<file path="config.mk">
export PLATFORM = sky130hd
export DESIGN_NAME = ifu_fetch_flat
export DESIGN_NICKNAME = d
export VERILOG_FILES = /design/src/rtl/ifu_fetch_pkg.sv /design/src/rtl/ifu_fetch_if.sv /design/src/rtl/ifu_timeout_cnt.sv /design/src/rtl/ifu_fetch.sv /design/src/flat_wrapper.sv
export SDC_FILE = /design/constraint.sdc
export NUM_CORES = 1
export LEC_CHECK = 0
export BUFFER_PORTS_ARGS = -buffer_cell sky130_fd_sc_hd__buf_4
export CORE_MARGIN = 5
export CORE_UTILIZATION = 39
export DETAILED_ROUTE_END_ITERATION = 7
export PLACE_DENSITY_LB_ADDON = 0.08
export SLEW_MARGIN = 20
export SYNTH_ARGS = -nofsm -noshare
export SYNTH_HDL_FRONTEND = slang
export SYNTH_SLANG_ARGS = --single-unit
</file>
<file path="constraint.sdc">
create_clock -name clk -period 3.3 [get_ports clk]
set_input_delay 0.66 -clock clk [delete_from_list [all_inputs] [get_ports clk]]
set_output_delay 0.66 -clock clk [all_outputs]
set_load 0.01 [all_outputs]
</file>
<file path="src/rtl/ifu_fetch_pkg.sv">
// Shared constants and encodings for the instruction fetch stage.
package ifu_fetch_pkg;

  localparam int          CPU_WIDTH = 32;
  localparam logic [31:0] NOP_INST  = 32'h0000_0013;

  typedef enum logic [1:0] {
    FERR_NONE     = 2'b00,
    FERR_BUS      = 2'b01,
    FERR_TIMEOUT  = 2'b10,
    FERR_MISALIGN = 2'b11
  } ferr_e;

  typedef enum logic [2:0] {
    S_IDLE,
    S_AR,
    S_R,
    S_OUT,
    S_HALT
  } state_e;

endpackage

</file>
<file path="src/rtl/ifu_fetch_if.sv">
// Fetch-stage signal bundle: PC unit, instruction memory and decode handshakes.
interface ifu_fetch_if #(
  parameter int CPU_WIDTH = ifu_fetch_pkg::CPU_WIDTH
);
  logic [CPU_WIDTH-1:0] pc;
  logic                 pc_wen;
  logic [CPU_WIDTH-1:0] araddr;
  logic                 arvalid;
  logic                 arready;
  logic [31:0]          rdata;
  logic [1:0]           rresp;
  logic                 rvalid;
  logic                 rready;
  logic [31:0]          inst;
  logic [CPU_WIDTH-1:0] inst_pc;
  logic                 inst_valid;
  logic                 inst_ready;
  logic [1:0]           fetch_err;

  // Fetch unit side.
  modport master (
    input  pc, arready, rdata, rresp, rvalid, inst_ready,
    output pc_wen, araddr, arvalid, rready, inst, inst_pc, inst_valid, fetch_err
  );

  // Environment side: PC unit, memory and decode.
  modport slave (
    output pc, arready, rdata, rresp, rvalid, inst_ready,
    input  pc_wen, araddr, arvalid, rready, inst, inst_pc, inst_valid, fetch_err
  );
endinterface

</file>
<file path="src/rtl/ifu_timeout_cnt.sv">
// Wait-cycle counter for the fetch stage; hit flags that one more wait cycle
// brings the count to TIMEOUT_CYCLES.
module ifu_timeout_cnt #(
  parameter int TIMEOUT_CYCLES = 255
) (
  input  logic clk,
  input  logic rst,
  input  logic clr,
  input  logic en,
  output logic hit
);
  localparam int            W    = $clog2(TIMEOUT_CYCLES + 1);
  localparam logic [W-1:0]  LAST = W'(TIMEOUT_CYCLES - 1);

  logic [W-1:0] count;

  // NOTE: sequential state uses non-blocking assignments only.
  always_ff @(posedge clk or posedge rst) begin
    if (rst)      count <= '0;
    else if (clr) count <= '0;
    else if (en)  count <= count + W'(1);
  end

  // Independent of en so the FSM's next-state logic has no comb loop through it.
  assign hit = (count == LAST);
endmodule

</file>
<file path="src/rtl/ifu_fetch.sv">
// Instruction fetch stage: one memory read per instruction, handed to decode.
// Optional macro IFU_MISALIGN_CHECK_EN reports misaligned PCs instead of fetching.
module ifu_fetch #(
  parameter int          CPU_WIDTH      = ifu_fetch_pkg::CPU_WIDTH,
  parameter int          TIMEOUT_CYCLES = 255,
  parameter logic [31:0] NOP_INST       = ifu_fetch_pkg::NOP_INST
) (
  input logic         clk,
  input logic         rst,
  ifu_fetch_if.master bus
);
  import ifu_fetch_pkg::*;

  state_e               state_q, state_d;
  logic [CPU_WIDTH-1:0] araddr_q, araddr_d;
  logic [CPU_WIDTH-1:0] inst_pc_q, inst_pc_d;
  logic [31:0]          inst_q, inst_d;
  ferr_e                ferr_q, ferr_d;
  logic                 cnt_clr, cnt_en, cnt_hit;

  ifu_timeout_cnt #(.TIMEOUT_CYCLES(TIMEOUT_CYCLES)) u_timeout (
    .clk (clk),
    .rst (rst),
    .clr (cnt_clr),
    .en  (cnt_en),
    .hit (cnt_hit)
  );

  always_ff @(posedge clk or posedge rst) begin
    if (rst) begin
      state_q   <= S_IDLE;
      araddr_q  <= '0;
      inst_pc_q <= '0;
      inst_q    <= NOP_INST;
      ferr_q    <= FERR_NONE;
    end else begin
      state_q   <= state_d;
      araddr_q  <= araddr_d;
      inst_pc_q <= inst_pc_d;
      inst_q    <= inst_d;
      ferr_q    <= ferr_d;
    end
  end

  always_comb begin
    // NOTE: every output gets a default first so no latch is inferred.
    state_d        = state_q;
    araddr_d       = araddr_q;
    inst_pc_d      = inst_pc_q;
    inst_d         = inst_q;
    ferr_d         = ferr_q;
    cnt_clr        = 1'b0;
    cnt_en         = 1'b0;
    bus.arvalid    = 1'b0;
    bus.rready     = 1'b0;
    bus.inst_valid = 1'b0;
    bus.pc_wen     = 1'b0;

    unique case (state_q)
      S_IDLE: begin
        cnt_clr   = 1'b1;
        ferr_d    = FERR_NONE;
        inst_pc_d = bus.pc;
`ifdef IFU_MISALIGN_CHECK_EN
        araddr_d = bus.pc;
        if (bus.pc[1:0] != 2'b00) begin
          inst_d  = NOP_INST;
          ferr_d  = FERR_MISALIGN;
          state_d = S_OUT;
        end else begin
          state_d = S_AR;
        end
`else
        araddr_d = {bus.pc[CPU_WIDTH-1:2], 2'b00};
        state_d  = S_AR;
`endif
      end

      S_AR: begin
        bus.arvalid = 1'b1;
        if (bus.arready) begin
          cnt_clr = 1'b1;
          state_d = S_R;
        end else begin
          cnt_en = 1'b1;
          if (cnt_hit) begin
            ferr_d  = FERR_TIMEOUT;
            state_d = S_HALT;
          end
        end
      end

      S_R: begin
        bus.rready = 1'b1;
        if (bus.rvalid) begin
          state_d = S_OUT;
          if (bus.rresp != 2'b00) begin
            inst_d = NOP_INST;
            ferr_d = FERR_BUS;
          end else begin
            inst_d = bus.rdata;
          end
        end else begin
          cnt_en = 1'b1;
          if (cnt_hit) begin
            ferr_d  = FERR_TIMEOUT;
            state_d = S_HALT;
          end
        end
      end

      S_OUT: begin
        bus.inst_valid = 1'b1;
        if (bus.inst_ready) begin
          bus.pc_wen = 1'b1;
          state_d    = S_IDLE;
        end
      end

      S_HALT: ;  // only rst leaves this state

      default: state_d = S_IDLE;
    endcase
  end

  assign bus.araddr    = araddr_q;
  assign bus.inst_pc   = inst_pc_q;
  assign bus.inst      = inst_q;
  assign bus.fetch_err = ferr_q;
endmodule

</file>
<file path="src/flat_wrapper.sv">
// flat-port wrapper written by rule: the top's interface ports become plain ports
module ifu_fetch_flat import ifu_fetch_pkg::*;
#(
  parameter int          CPU_WIDTH      = ifu_fetch_pkg::CPU_WIDTH,
  parameter int          TIMEOUT_CYCLES = 255,
  parameter logic [31:0] NOP_INST       = ifu_fetch_pkg::NOP_INST
)
  (clk, rst, bus_pc, bus_arready, bus_rdata, bus_rresp, bus_rvalid, bus_inst_ready, bus_pc_wen, bus_araddr, bus_arvalid, bus_rready, bus_inst, bus_inst_pc, bus_inst_valid, bus_fetch_err);
  ifu_fetch_if #(.CPU_WIDTH(CPU_WIDTH)) bus_i ();
  input logic clk;
  input logic rst;
  input wire logic [$bits(bus_i.pc)-1:0] bus_pc;
  input wire logic [$bits(bus_i.arready)-1:0] bus_arready;
  input wire logic [$bits(bus_i.rdata)-1:0] bus_rdata;
  input wire logic [$bits(bus_i.rresp)-1:0] bus_rresp;
  input wire logic [$bits(bus_i.rvalid)-1:0] bus_rvalid;
  input wire logic [$bits(bus_i.inst_ready)-1:0] bus_inst_ready;
  output wire logic [$bits(bus_i.pc_wen)-1:0] bus_pc_wen;
  output wire logic [$bits(bus_i.araddr)-1:0] bus_araddr;
  output wire logic [$bits(bus_i.arvalid)-1:0] bus_arvalid;
  output wire logic [$bits(bus_i.rready)-1:0] bus_rready;
  output wire logic [$bits(bus_i.inst)-1:0] bus_inst;
  output wire logic [$bits(bus_i.inst_pc)-1:0] bus_inst_pc;
  output wire logic [$bits(bus_i.inst_valid)-1:0] bus_inst_valid;
  output wire logic [$bits(bus_i.fetch_err)-1:0] bus_fetch_err;
  assign bus_i.pc = bus_pc;
  assign bus_i.arready = bus_arready;
  assign bus_i.rdata = bus_rdata;
  assign bus_i.rresp = bus_rresp;
  assign bus_i.rvalid = bus_rvalid;
  assign bus_i.inst_ready = bus_inst_ready;
  assign bus_pc_wen = bus_i.pc_wen;
  assign bus_araddr = bus_i.araddr;
  assign bus_arvalid = bus_i.arvalid;
  assign bus_rready = bus_i.rready;
  assign bus_inst = bus_i.inst;
  assign bus_inst_pc = bus_i.inst_pc;
  assign bus_inst_valid = bus_i.inst_valid;
  assign bus_fetch_err = bus_i.fetch_err;
  ifu_fetch #(.CPU_WIDTH(CPU_WIDTH), .TIMEOUT_CYCLES(TIMEOUT_CYCLES), .NOP_INST(NOP_INST)) u_core (.clk(clk), .rst(rst), .bus(bus_i));
endmodule
</file>
==> flow_metrics.env, run 1 <==
export IMPL_portBuffers=170
export IMPL_slowest_stage="nand2_1"
export IMPL_worst_r2r_path_depth=3
export IMPL_fin_nets=472
export IMPL_num_fill_cells=706
export IMPL_holdWs_ns=0.414
export IMPL_io_pin_count=173
export IMPL_power_density_nw_per_um2=992
export IMPL_diodes=0
export IMPL_vias=2493
export IMPL_worstSetupPathDepth=3
export IMPL_grt_max_degree=78
export IMPL_first_global_vias=2443
export IMPL_cts_hold_buffers=0
export IMPL_fmaxAchievable_mhz=443
export IMPL_crit_family="simple AND/OR/NAND/NOR gates"
export IMPL_peakVddDrop_mv=0.470
export IMPL_clk_latency_ns=0.33
export IMPL_layout_common_cells="buf_4, dfrtp_1, mux2_2, a22o_1"
export IMPL_r2r_setup_slack_ns=1.04
export IMPL_drc_errors=0
export IMPL_cts_buffer_depth=2
export IMPL_critPathKind="reg2reg"
export IMPL_syn_inst=258
export IMPL_rsz0062_at_grt="no"
export IMPL_critPathBufInv=0
export IMPL_cts_htree_levels=3
export IMPL_worst_slew_pin_slew_ns=0.976
export IMPL_clk_pin_slew_ns=0.08
export IMPL_final_util=0.568
export IMPL_setup_tns_ns=0
export IMPL_final_period_utilization=0.684
export IMPL_globalRouteTotalUtil=0.152
export IMPL_cts_sinks=77
export IMPL_end_kind="flop"
export IMPL_grt_pass1_wl_mm=12.4
export IMPL_via_per_inst=4.92
export IMPL_critPathLaunch="u_core.state_q[1]$_DFFE_PP0P_"
export IMPL_core_area_um2=8300
export IMPL_post_cts_resized=0
export IMPL_routed_wl_mm=8.09
export IMPL_fin_crit_ns=2.26
export IMPL_cp_cell_sequence="nor3b_2, nand2_1, a22o_1"
export IMPL_ys_seq_elements=77
export IMPL_cp_required_ns=3.51
export IMPL_fp_dieArea_um2=10500
export IMPL_antenna_found_initial=0
export IMPL_synthToLayoutAreaGrowth_pct=40.9
export IMPL_hold_viol_final=0
export IMPL_slew_violations=0
export IMPL_start_kind="flop"
export IMPL_seq_area_frac_synth=0.577
export IMPL_die_x_um=103
export IMPL_power_w=0.00468
export IMPL_drive_gt1_frac=0.565
export IMPL_cts_made_buffers=9
export IMPL_gp_congestion=0.836
export IMPL_r2r_start="u_core.state_q[1]$_DFFE_PP0P_"
export IMPL_layout_commonest_cell="buf_4"
export IMPL_floorplan_initialDensity=0.403
export IMPL_cp_max_fo=29
export IMPL_drt_pre_antenna_iters=4
export IMPL_core_rowCount=33
export IMPL_crit_end="u_core.bus.inst[12]$_DFFE_PP0P_"
export IMPL_synthesis_area_um2=3340
export IMPL_synth_cell_types=42
export IMPL_clock_skew_ns=0.00870
export IMPL_fp_dieH_um=103
export IMPL_dp_hpwl_mm=6.04
export IMPL_worstReg2RegEnd="u_core.bus.inst[12]$_DFFE_PP0P_"
export IMPL_setup_viol=0
export IMPL_hold_class="in2async"
export IMPL_post_cts_buffers=0
export IMPL_ant_nets=0
export IMPL_tritoncts="built"
export IMPL_drt_initial_drc_count=72
export IMPL_syn_avg_cell_area_um2=13.0
export IMPL_overflow=0
export IMPL_cp_slowest_stage_delay_ns=0.64
export IMPL_post_drt_wl_per_cell_um=15.9
export IMPL_yosys_warnings=0
export IMPL_cp_arrival_ns=2.47
export IMPL_slew_headroom=0.348
export IMPL_drv_cap=0
export IMPL_p_leak_nw=2.31
export IMPL_outcome="completed"
export IMPL_clockRootBuffer="clkbuf_8"
-- report_power, final --
part / total [W] / internal (W) / switching (W)
sequential: 0.00171 / 0.00138 / 0.000329
combinational: 0.00215 / 0.00125 / 0.000901
clock: 0.000816 / 0.000496 / 0.000320
-- routing by layer --
metal,routed length [µm],vias to the layer above,GRT usage
li1,-,1181,-
met1,3260,1185,0.200
met2,3860,114,0.232
met3,822,13,0.0460
met4,142,0,0.0686
met5,0,-,0
-- final cells by class --
type,instances,area [µm²],share of cell area
clock buffers,10,128,0.0271
clock inverters,4,98.8,0.0210
inverters,2,7.51,0.00159
multi-input cells,136,1110,0.235
flip-flops and latches,77,1930,0.410
well taps,105,131,0.0279
repair buffers,173,1310,0.278
-- cells in the mapped netlist, drive strengths merged --
library cell / n / area share
or2: 1 / 0.0019
dfstp: 3 / 0.024
a221o: 1 / 0.0030
nand3: 6 / 0.0090
conb: 1 / 0.0011
clkbuf: 1 / 0.0011
nor3: 4 / 0.0075
buf: 43 / 0.092
o311ai: 1 / 0.0026
nand4: 1 / 0.0019
mux2: 32 / 0.11
a211oi: 2 / 0.0045
o211ai: 2 / 0.0045
o22ai: 1 / 0.0019
nor2b: 1 / 0.0019
and2: 5 / 0.0094
o22a: 3 / 0.0079
a21oi: 3 / 0.0045
nand2: 9 / 0.010
nor4b: 2 / 0.012
o21a: 2 / 0.0045
or3: 1 / 0.0019
inv: 2 / 0.0022
nor2: 9 / 0.012
nor3b: 3 / 0.0082
dfrtp: 74 / 0.55
a22o: 30 / 0.079
mux2i: 2 / 0.0060
o31ai: 1 / 0.0022
ha: 2 / 0.0075
a31oi: 1 / 0.0019
or4: 1 / 0.0022
nand2b: 1 / 0.0019
o21ai: 7 / 0.010
-- how the worst min path moves through the flow --
stage,startpoint,to,slack [ns],depth (start not counted)
2_1_floorplan,u_core.u_timeout.count[5]$_DFFE_PP0P_,u_core.u_timeout.count[5]$_DFFE_PP0P_,0.45,1
3_3_place_gp,u_core.u_timeout.count[7]$_DFFE_PP0P_,u_core.u_timeout.count[7]$_DFFE_PP0P_,0.47,1
3_5_place_dp,u_core.u_timeout.count[7]$_DFFE_PP0P_,u_core.u_timeout.count[7]$_DFFE_PP0P_,0.48,1
4_1_cts,rst,u_core.bus.inst[7]$_DFFE_PP0P_,0.43,3
5_1_grt,rst,u_core.bus.inst[7]$_DFFE_PP0P_,0.44,3
6_report,rst,u_core.bus.inst_pc[7]$_DFFE_PP0N_,0.41,3
-- tightest hold or removal path: stages --
cell    delay, ns
buf_4        0.11
inv_2        0.06
buf_12       0.34
-- cell families after synthesis --
group / count (synthesis) / synth area share
AOI/OAI and AO/OA: 54 / 0.126
adders and majority gates: 2 / 0.00748
buffers and inverters: 46 / 0.0950
DFF: 77 / 0.577
muxes: 34 / 0.114
other: 1 / 0.00112
and+or+nand+nor: 44 / 0.0789
-- sequential cells by signal, indices dropped and copies added (netlist names) --
register and count:
u_core.bus.araddr 1, u_core.bus.fetch_err 2, u_core.bus.inst 32, u_core.bus.inst_pc 31
u_core.state_q 3, u_core.u_timeout.count 8
-- through the flow --
step | area, µm² | setup WS (ns) | std cells
floorplan | 3350 | 0.678 | 259
global placement | 4490 | 1.09 | 493
detailed placement | 4490 | 1.01 | 493
CTS | 4710 | 1.00 | 507
global route | 4710 | 0.872 | 507
finish | 4710 | 1.04 | 507
No activity file was read; power rests on OpenSTA's default activity.
==> inputs of run 2 (changes only) <==
--- a/config.mk
+++ b/config.mk
@@ -5,6 +5,7 @@
 export SDC_FILE = /design/constraint.sdc
 export NUM_CORES = 1
 export LEC_CHECK = 0
+export ABC_AREA = 1
 export BUFFER_PORTS_ARGS = -buffer_cell sky130_fd_sc_hd__buf_4
 export CORE_MARGIN = 5
 export CORE_UTILIZATION = 39
==> constraint.sdc (replaced) <==
create_clock -name clk -period 2.2 [get_ports clk]
set_input_delay 0.44 -clock clk [delete_from_list [all_inputs] [get_ports clk]]
set_output_delay 0.44 -clock clk [all_outputs]
set_load 0.01 [all_outputs]
==> run 2 against run 1 <==
  * Setup slack lost 0.78 ns
  * Sequential cell count is the same
  * Largest cell class unchanged
  * Critical path type is now reg2out
  * Critical endpoint is now bus_pc_wen
  * Synthesized area grew 6.4%
  * Worst hold slack worse by 0.21 ns
  * Global-route usage rose by 1.3 points
  * Clock skew hardly changed
==> flow_metrics.env, run 2 <==
export IMPL_tritoncts="built"
export IMPL_cp_required_ns=1.76
export IMPL_syn_avg_cell_area_um2=8.48
export IMPL_num_fill_cells=849
export IMPL_power_w=0.00708
export IMPL_cts_htree_levels=3
export IMPL_synth_xor_area_frac=0.00738
export IMPL_cts_buffer_depth=2
export IMPL_hold_class="in2async"
export IMPL_worst_slew_pin_slew_ns=0.570
export IMPL_drt_initial_drc_count=110
export IMPL_start_kind="flop"
export IMPL_drv_cap=0
export IMPL_synth_top_family_by_area="simple AND/OR/NAND/NOR gates"
export IMPL_synth_cell_types=24
export IMPL_grt_max_degree=78
export IMPL_yosysTopAreaCellShare=0.520
export IMPL_cp_slowest_stage_delay_ns=0.52
export IMPL_synthesis_area_um2=3560
export IMPL_dp_hpwl_mm=6.86
export IMPL_clk_pin_slew_ns=0.08
export IMPL_cts_made_buffers=9
export IMPL_synthToLayoutAreaGrowth_pct=37.9
export IMPL_diodes=0
export IMPL_vias=3035
export IMPL_floorplan_initialDensity=0.404
export IMPL_critPathBufInv=2
export IMPL_fin_nets=634
export IMPL_hold_viol_final=0
export IMPL_instances_no_fill=674
export IMPL_placed_cells=658
export IMPL_via_per_inst=4.50
export IMPL_cp_cell_sequence="inv_1, nor4_1, buf_4"
export IMPL_globalRouteTotalUtil=0.165
export IMPL_final_util=0.557
export IMPL_setup_viol=0
export IMPL_layout_commonest_cell="nand2_1"
export IMPL_first_global_vias=3008
export IMPL_ys_seq_elements=77
export IMPL_fmaxAchievable_mhz=516
export IMPL_critPathKind="reg2out"
export IMPL_ff_latch_area_um2=1930
export IMPL_fp_dieH_um=106
export IMPL_end_kind="output port"
export IMPL_layout_common_cells="nand2_1, buf_4, dfrtp_1"
export IMPL_drc_errors=0
export IMPL_synth_common_cells="nand2_1, dfrtp_1, buf_4"
export IMPL_outcome="completed"
export IMPL_overflow=0
export IMPL_slowest_stage="dfrtp_1"
export IMPL_cp_arrival_ns=1.50
export IMPL_yosys_area_share_simple=0.295
export IMPL_largest_reg_flops=32
export IMPL_cp_max_fo=6
export IMPL_die_x_um=106
export IMPL_drive_gt1_frac=0.366
export IMPL_clk_latency_ns=0.34
export IMPL_clockRootBuffer="clkbuf_8"
export IMPL_core_area_um2=8810
export IMPL_holdWs_ns=0.205
export IMPL_muxShareOfSynthArea=0
export IMPL_grt_pass1_wl_mm=14.9
export IMPL_post_cts_buffers=0
export IMPL_yosys_cell_count_top_type="nand2_1"
export IMPL_clock_skew_ns=0.00832
export IMPL_portBuffers=170
export IMPL_final_period_utilization=0.881
export IMPL_multi_input_area_um2=1190
export IMPL_slew_headroom=0.619
export IMPL_yosys_warnings=0
export IMPL_post_cts_resized=0
export IMPL_post_drt_wl_per_cell_um=13.6
export IMPL_antenna_found_initial=0
export IMPL_core_rowCount=34
export IMPL_io_pin_count=173
export IMPL_fin_crit_ns=1.94
export IMPL_p_leak_nw=2.83
export IMPL_synth_fa_ha_area_frac=0.00703
export IMPL_netlist_top_cells_area="dfrtp_1, nand2_1, buf_4"
export IMPL_synth_top_area_cell="dfrtp_1"
export IMPL_power_density_nw_per_um2=1440
export IMPL_ant_nets=0
export IMPL_seq_area_frac_synth=0.542
export IMPL_setup_tns_ns=0
export IMPL_synth_compound_area_frac=0.0228
export IMPL_fp_dieArea_um2=11100
export IMPL_slew_violations=0
export IMPL_peakVddDrop_mv=0.565
export IMPL_crit_family="flip-flops"
export IMPL_ys_flop_type="dfrtp_1"
export IMPL_async_flop_share=1.00
export IMPL_rsz0062_at_grt="no"
export IMPL_drt_pre_antenna_iters=4
export IMPL_gp_congestion=0.847
export IMPL_cts_sinks=77
export IMPL_routed_wl_mm=9.17
export IMPL_cts_hold_buffers=0
export IMPL_synth_edf_count=0
export IMPL_syn_inst=420
export IMPL_r2r_setup_slack_ns=0.59
==> run 2: worst min-delay path, stage by stage <==
cell and delay [ns]:
buf_4 0.12, clkinvlp_4 0.07, buf_12 0.34
==> run 2: kinds of logic after synthesis <==
group / after synthesis
compound gates: 14
simple gates: 252
other cells: 1
flops: 77
buf+inv: 71
xor+xnor: 3
fa+ha+maj: 2
==> run 2: stage by stage <==
stage               setup WS [ns]  cell area, µm²
CTS                         0.262            4910
global placement            0.604            4670
global route                0.171            4910
finish                      0.261            4910
floorplan                   0.748            3570
detailed placement          0.561            4670
==> run 2: path summary, 6_finish.rpt <==
| kind | from | end | cells past startpoint |
|---|---|---|---|
| min in group clk | bus_rdata[18] | u_core.bus.inst[18]$_DFFE_PP0P_ | 3 |
| max | u_core.state_q[0]$_DFFE_PP0P_ | bus_pc_wen | 3 |
| min | rst | u_core.u_timeout.count[3]$_DFFE_PP0P_ | 3 |
| max reg2reg | u_core.state_q[0]$_DFFE_PP0P_ | u_core.bus.inst[11]$_DFFE_PP0P_ | 7 |
| min reg2reg | u_core.bus.inst_pc[1]$_DFFE_PP0N_ | u_core.bus.inst_pc[1]$_DFFE_PP0N_ | 2 |
| max in group asynchronous | rst | u_core.bus.inst[4]$_DFFE_PP1P_ | 3 |
==> run 2: where the power goes <==
| part | switching [W] | total, W | internal, W | leakage [nW] |
|---|---|---|---|---|
| clock | 0.000525 | 0.00123 | 0.000703 | 0.116 |
| sequential | 0.000489 | 0.00254 | 0.00206 | 0.991 |
| combinational | 0.00173 | 0.00331 | 0.00158 | 1.72 |
| total | 0.00274 | 0.00708 | 0.00434 | 2.83 |
==> run 2: per-layer routing <==
metal | vias up | part of all wire | track usage
met3 | 9 | 0.11 | 0.0660
met2 | 138 | 0.44 | 0.261
li1 | 1526 | - | -
met4 | 0 | 0.011 | 0.0416
met5 | - | 0 | 0
met1 | 1362 | 0.44 | 0.213
==> run 2: cell type report <==
class | count | share of cell area
flip-flops and latches | 77 | 0.393
repair buffers | 174 | 0.269
multi-input cells | 273 | 0.242
clock buffers | 11 | 0.0309
well taps | 108 | 0.0275
inverters | 26 | 0.0207
clock inverters | 5 | 0.0166
==> inputs of run 3 (changes only) <==
--- a/config.mk
+++ b/config.mk
@@ -6,10 +6,10 @@
 export NUM_CORES = 1
 export LEC_CHECK = 0
 export ABC_AREA = 1
-export BUFFER_PORTS_ARGS = -buffer_cell sky130_fd_sc_hd__buf_4
 export CORE_MARGIN = 5
-export CORE_UTILIZATION = 39
+export CORE_UTILIZATION = 45
 export DETAILED_ROUTE_END_ITERATION = 7
+export DONT_BUFFER_PORTS = 1
 export PLACE_DENSITY_LB_ADDON = 0.08
 export SLEW_MARGIN = 20
 export SYNTH_ARGS = -nofsm -noshare
==> run 3 against run 2 <==
  * Die area shrank 12%
  * Via count shrank 22%
  * Setup slack gained 0.096 ns
  * Fmax grew 5.2%
  * Clock-buffer cell count is the same
  * Routed wire length shrank 19%
  * Critical path type unchanged
  * Largest power group is now registers
==> flow_metrics.env, run 3 (same netlist as run 2, synthesis figures left out) <==
export IMPL_drive_gt1_frac=0.0952
export IMPL_io_pin_count=173
export IMPL_globalRouteTotalUtil=0.155
export IMPL_fin_nets=468
export IMPL_hold_viol_final=0
export IMPL_gp_congestion=0.754
export IMPL_setup_viol=0
export IMPL_vias=2368
export IMPL_drt_pre_antenna_iters=4
export IMPL_start_kind="flop"
export IMPL_worst_slew_pin_slew_ns=0.535
export IMPL_synthToLayoutAreaGrowth_pct=1.51
export IMPL_post_cts_resized=0
export IMPL_outcome="completed"
export IMPL_p_leak_nw=1.99
export IMPL_cts_sinks=77
export IMPL_largest_reg_flops=32
export IMPL_routed_wl_mm=7.47
export IMPL_clk_pin_slew_ns=0.07
export IMPL_overflow=0
export IMPL_layout_commonest_cell="nand2_1"
export IMPL_rsz0062_at_grt="no"
export IMPL_hold_class="in2reg"
export IMPL_floorplan_initialDensity=0.461
export IMPL_fin_area_um2=3610
export IMPL_clk_latency_ns=0.33
export IMPL_tritoncts="built"
export IMPL_diodes=0
export IMPL_clockRootBuffer="clkbuf_8"
export IMPL_slew_headroom=0.643
export IMPL_layout_common_cells="nand2_1, dfrtp_1, inv_1"
export IMPL_fin_crit_ns=1.84
export IMPL_critPathKind="reg2out"
export IMPL_die_x_um=98.9
export IMPL_fp_dieH_um=98.9
export IMPL_slew_violations=0
export IMPL_core_area_um2=7730
export IMPL_dp_hpwl_mm=5.46
export IMPL_drc_errors=0
export IMPL_via_per_inst=4.73
export IMPL_fmaxAchievable_mhz=543
export IMPL_drv_cap=0
export IMPL_cp_arrival_ns=1.40
export IMPL_drt_initial_drc_count=73
export IMPL_cts_made_buffers=9
export IMPL_ant_nets=0
export IMPL_peakVddDrop_mv=0.513
export IMPL_cts_buffer_depth=2
export IMPL_grt_max_degree=40
export IMPL_power_density_nw_per_um2=1520
export IMPL_portBuffers=0
export IMPL_post_drt_wl_per_cell_um=14.9
export IMPL_cp_required_ns=1.76
export IMPL_cp_max_fo=6
export IMPL_clock_skew_ns=0.00938
export IMPL_final_period_utilization=0.838
export IMPL_end_kind="output port"
export IMPL_antenna_found_initial=0
export IMPL_setup_tns_ns=0
export IMPL_fp_dieArea_um2=9790
export IMPL_placedInstanceArea_um2=3410
export IMPL_grt_pass1_wl_mm=12.1
export IMPL_cts_htree_levels=3
export IMPL_first_global_vias=2400
export IMPL_core_rowCount=32
[run 3: final timing paths]
| check | cells past startpoint | endpoint | from | slack, ns |
|---|---|---|---|---|
| max in group asynchronous | 3 | u_core.bus.inst[0]$_DFFE_PP1P_ | rst | 0.95 |
| hold reg to reg | 2 | u_core.u_timeout.count[7]$_DFFE_PP0P_ | u_core.u_timeout.count[7]$_DFFE_PP0P_ | 0.54 |
| min in group asynchronous | 2 | u_core.u_timeout.count[4]$_DFFE_PP0P_ | rst | 0.59 |
| setup reg to reg | 5 | u_core.bus.inst[15]$_DFFE_PP0P_ | u_core.state_q[0]$_DFFE_PP0P_ | 0.72 |
| hold / removal | 2 | u_core.bus.inst[3]$_DFFE_PP0P_ | bus_rdata[3] | 0.22 |
| setup / recovery | 3 | bus_pc_wen | u_core.state_q[0]$_DFFE_PP0P_ | 0.36 |
[run 3: critical path, stage by stage, from the launching register on]
cell	delay [ns]
dfrtp_1	0.50
inv_1	0.11
nor4_1	0.28
buf_4	0.17
[run 3: through the flow]
stage | hold WS, ns | instances | util | power (W) | setup WS (ns)
2_1_floorplan | 0.490 | 421 | - | 0.00455 | 0.748
3_3_place_gp | 0.350 | 485 | 0.442 | 0.00450 | 0.686
3_5_place_dp | 0.347 | 485 | 0.442 | 0.00454 | 0.644
4_1_cts | 0.190 | 501 | 0.468 | 0.00560 | 0.303
5_1_grt | 0.202 | 501 | 0.468 | 0.00596 | 0.254
6_report | 0.215 | 501 | 0.468 | 0.00549 | 0.357
[run 3: per-layer routing]
metal	GRT usage	wire length, µm	vias to the layer above
met5	0	0	-
met4	0.0620	80	0
met3	0.0715	995	11
met2	0.235	3430	119
met1	0.192	2960	1048
li1	-	-	1190
[run 3: cell type report]
class / count / area (µm²)
Tap cell: 102 / 128
Clock inverter: 4 / 48.8
Clock buffer: 11 / 141
Timing Repair Buffer: 8 / 75.1
Sequential cell: 77 / 1930
Multi-Input combinational cell: 273 / 1190
Inverter: 26 / 101
Fill cell: 740 / 4110
[run 3: power by group]
part | switching (W) | internal (W)
clock | 0.000476 | 0.000548
combinational | 0.000926 | 0.000499
sequential | 0.000984 | 0.00205
total | 0.00239 | 0.00310
[run 3: what timing repair did]
action | CTS | global route
hold buffers | 1 | 0
endpoints found under the setup margin | 0 | 0
buffers inserted | 0 | 0
endpoints found under the hold margin | 17 | 0
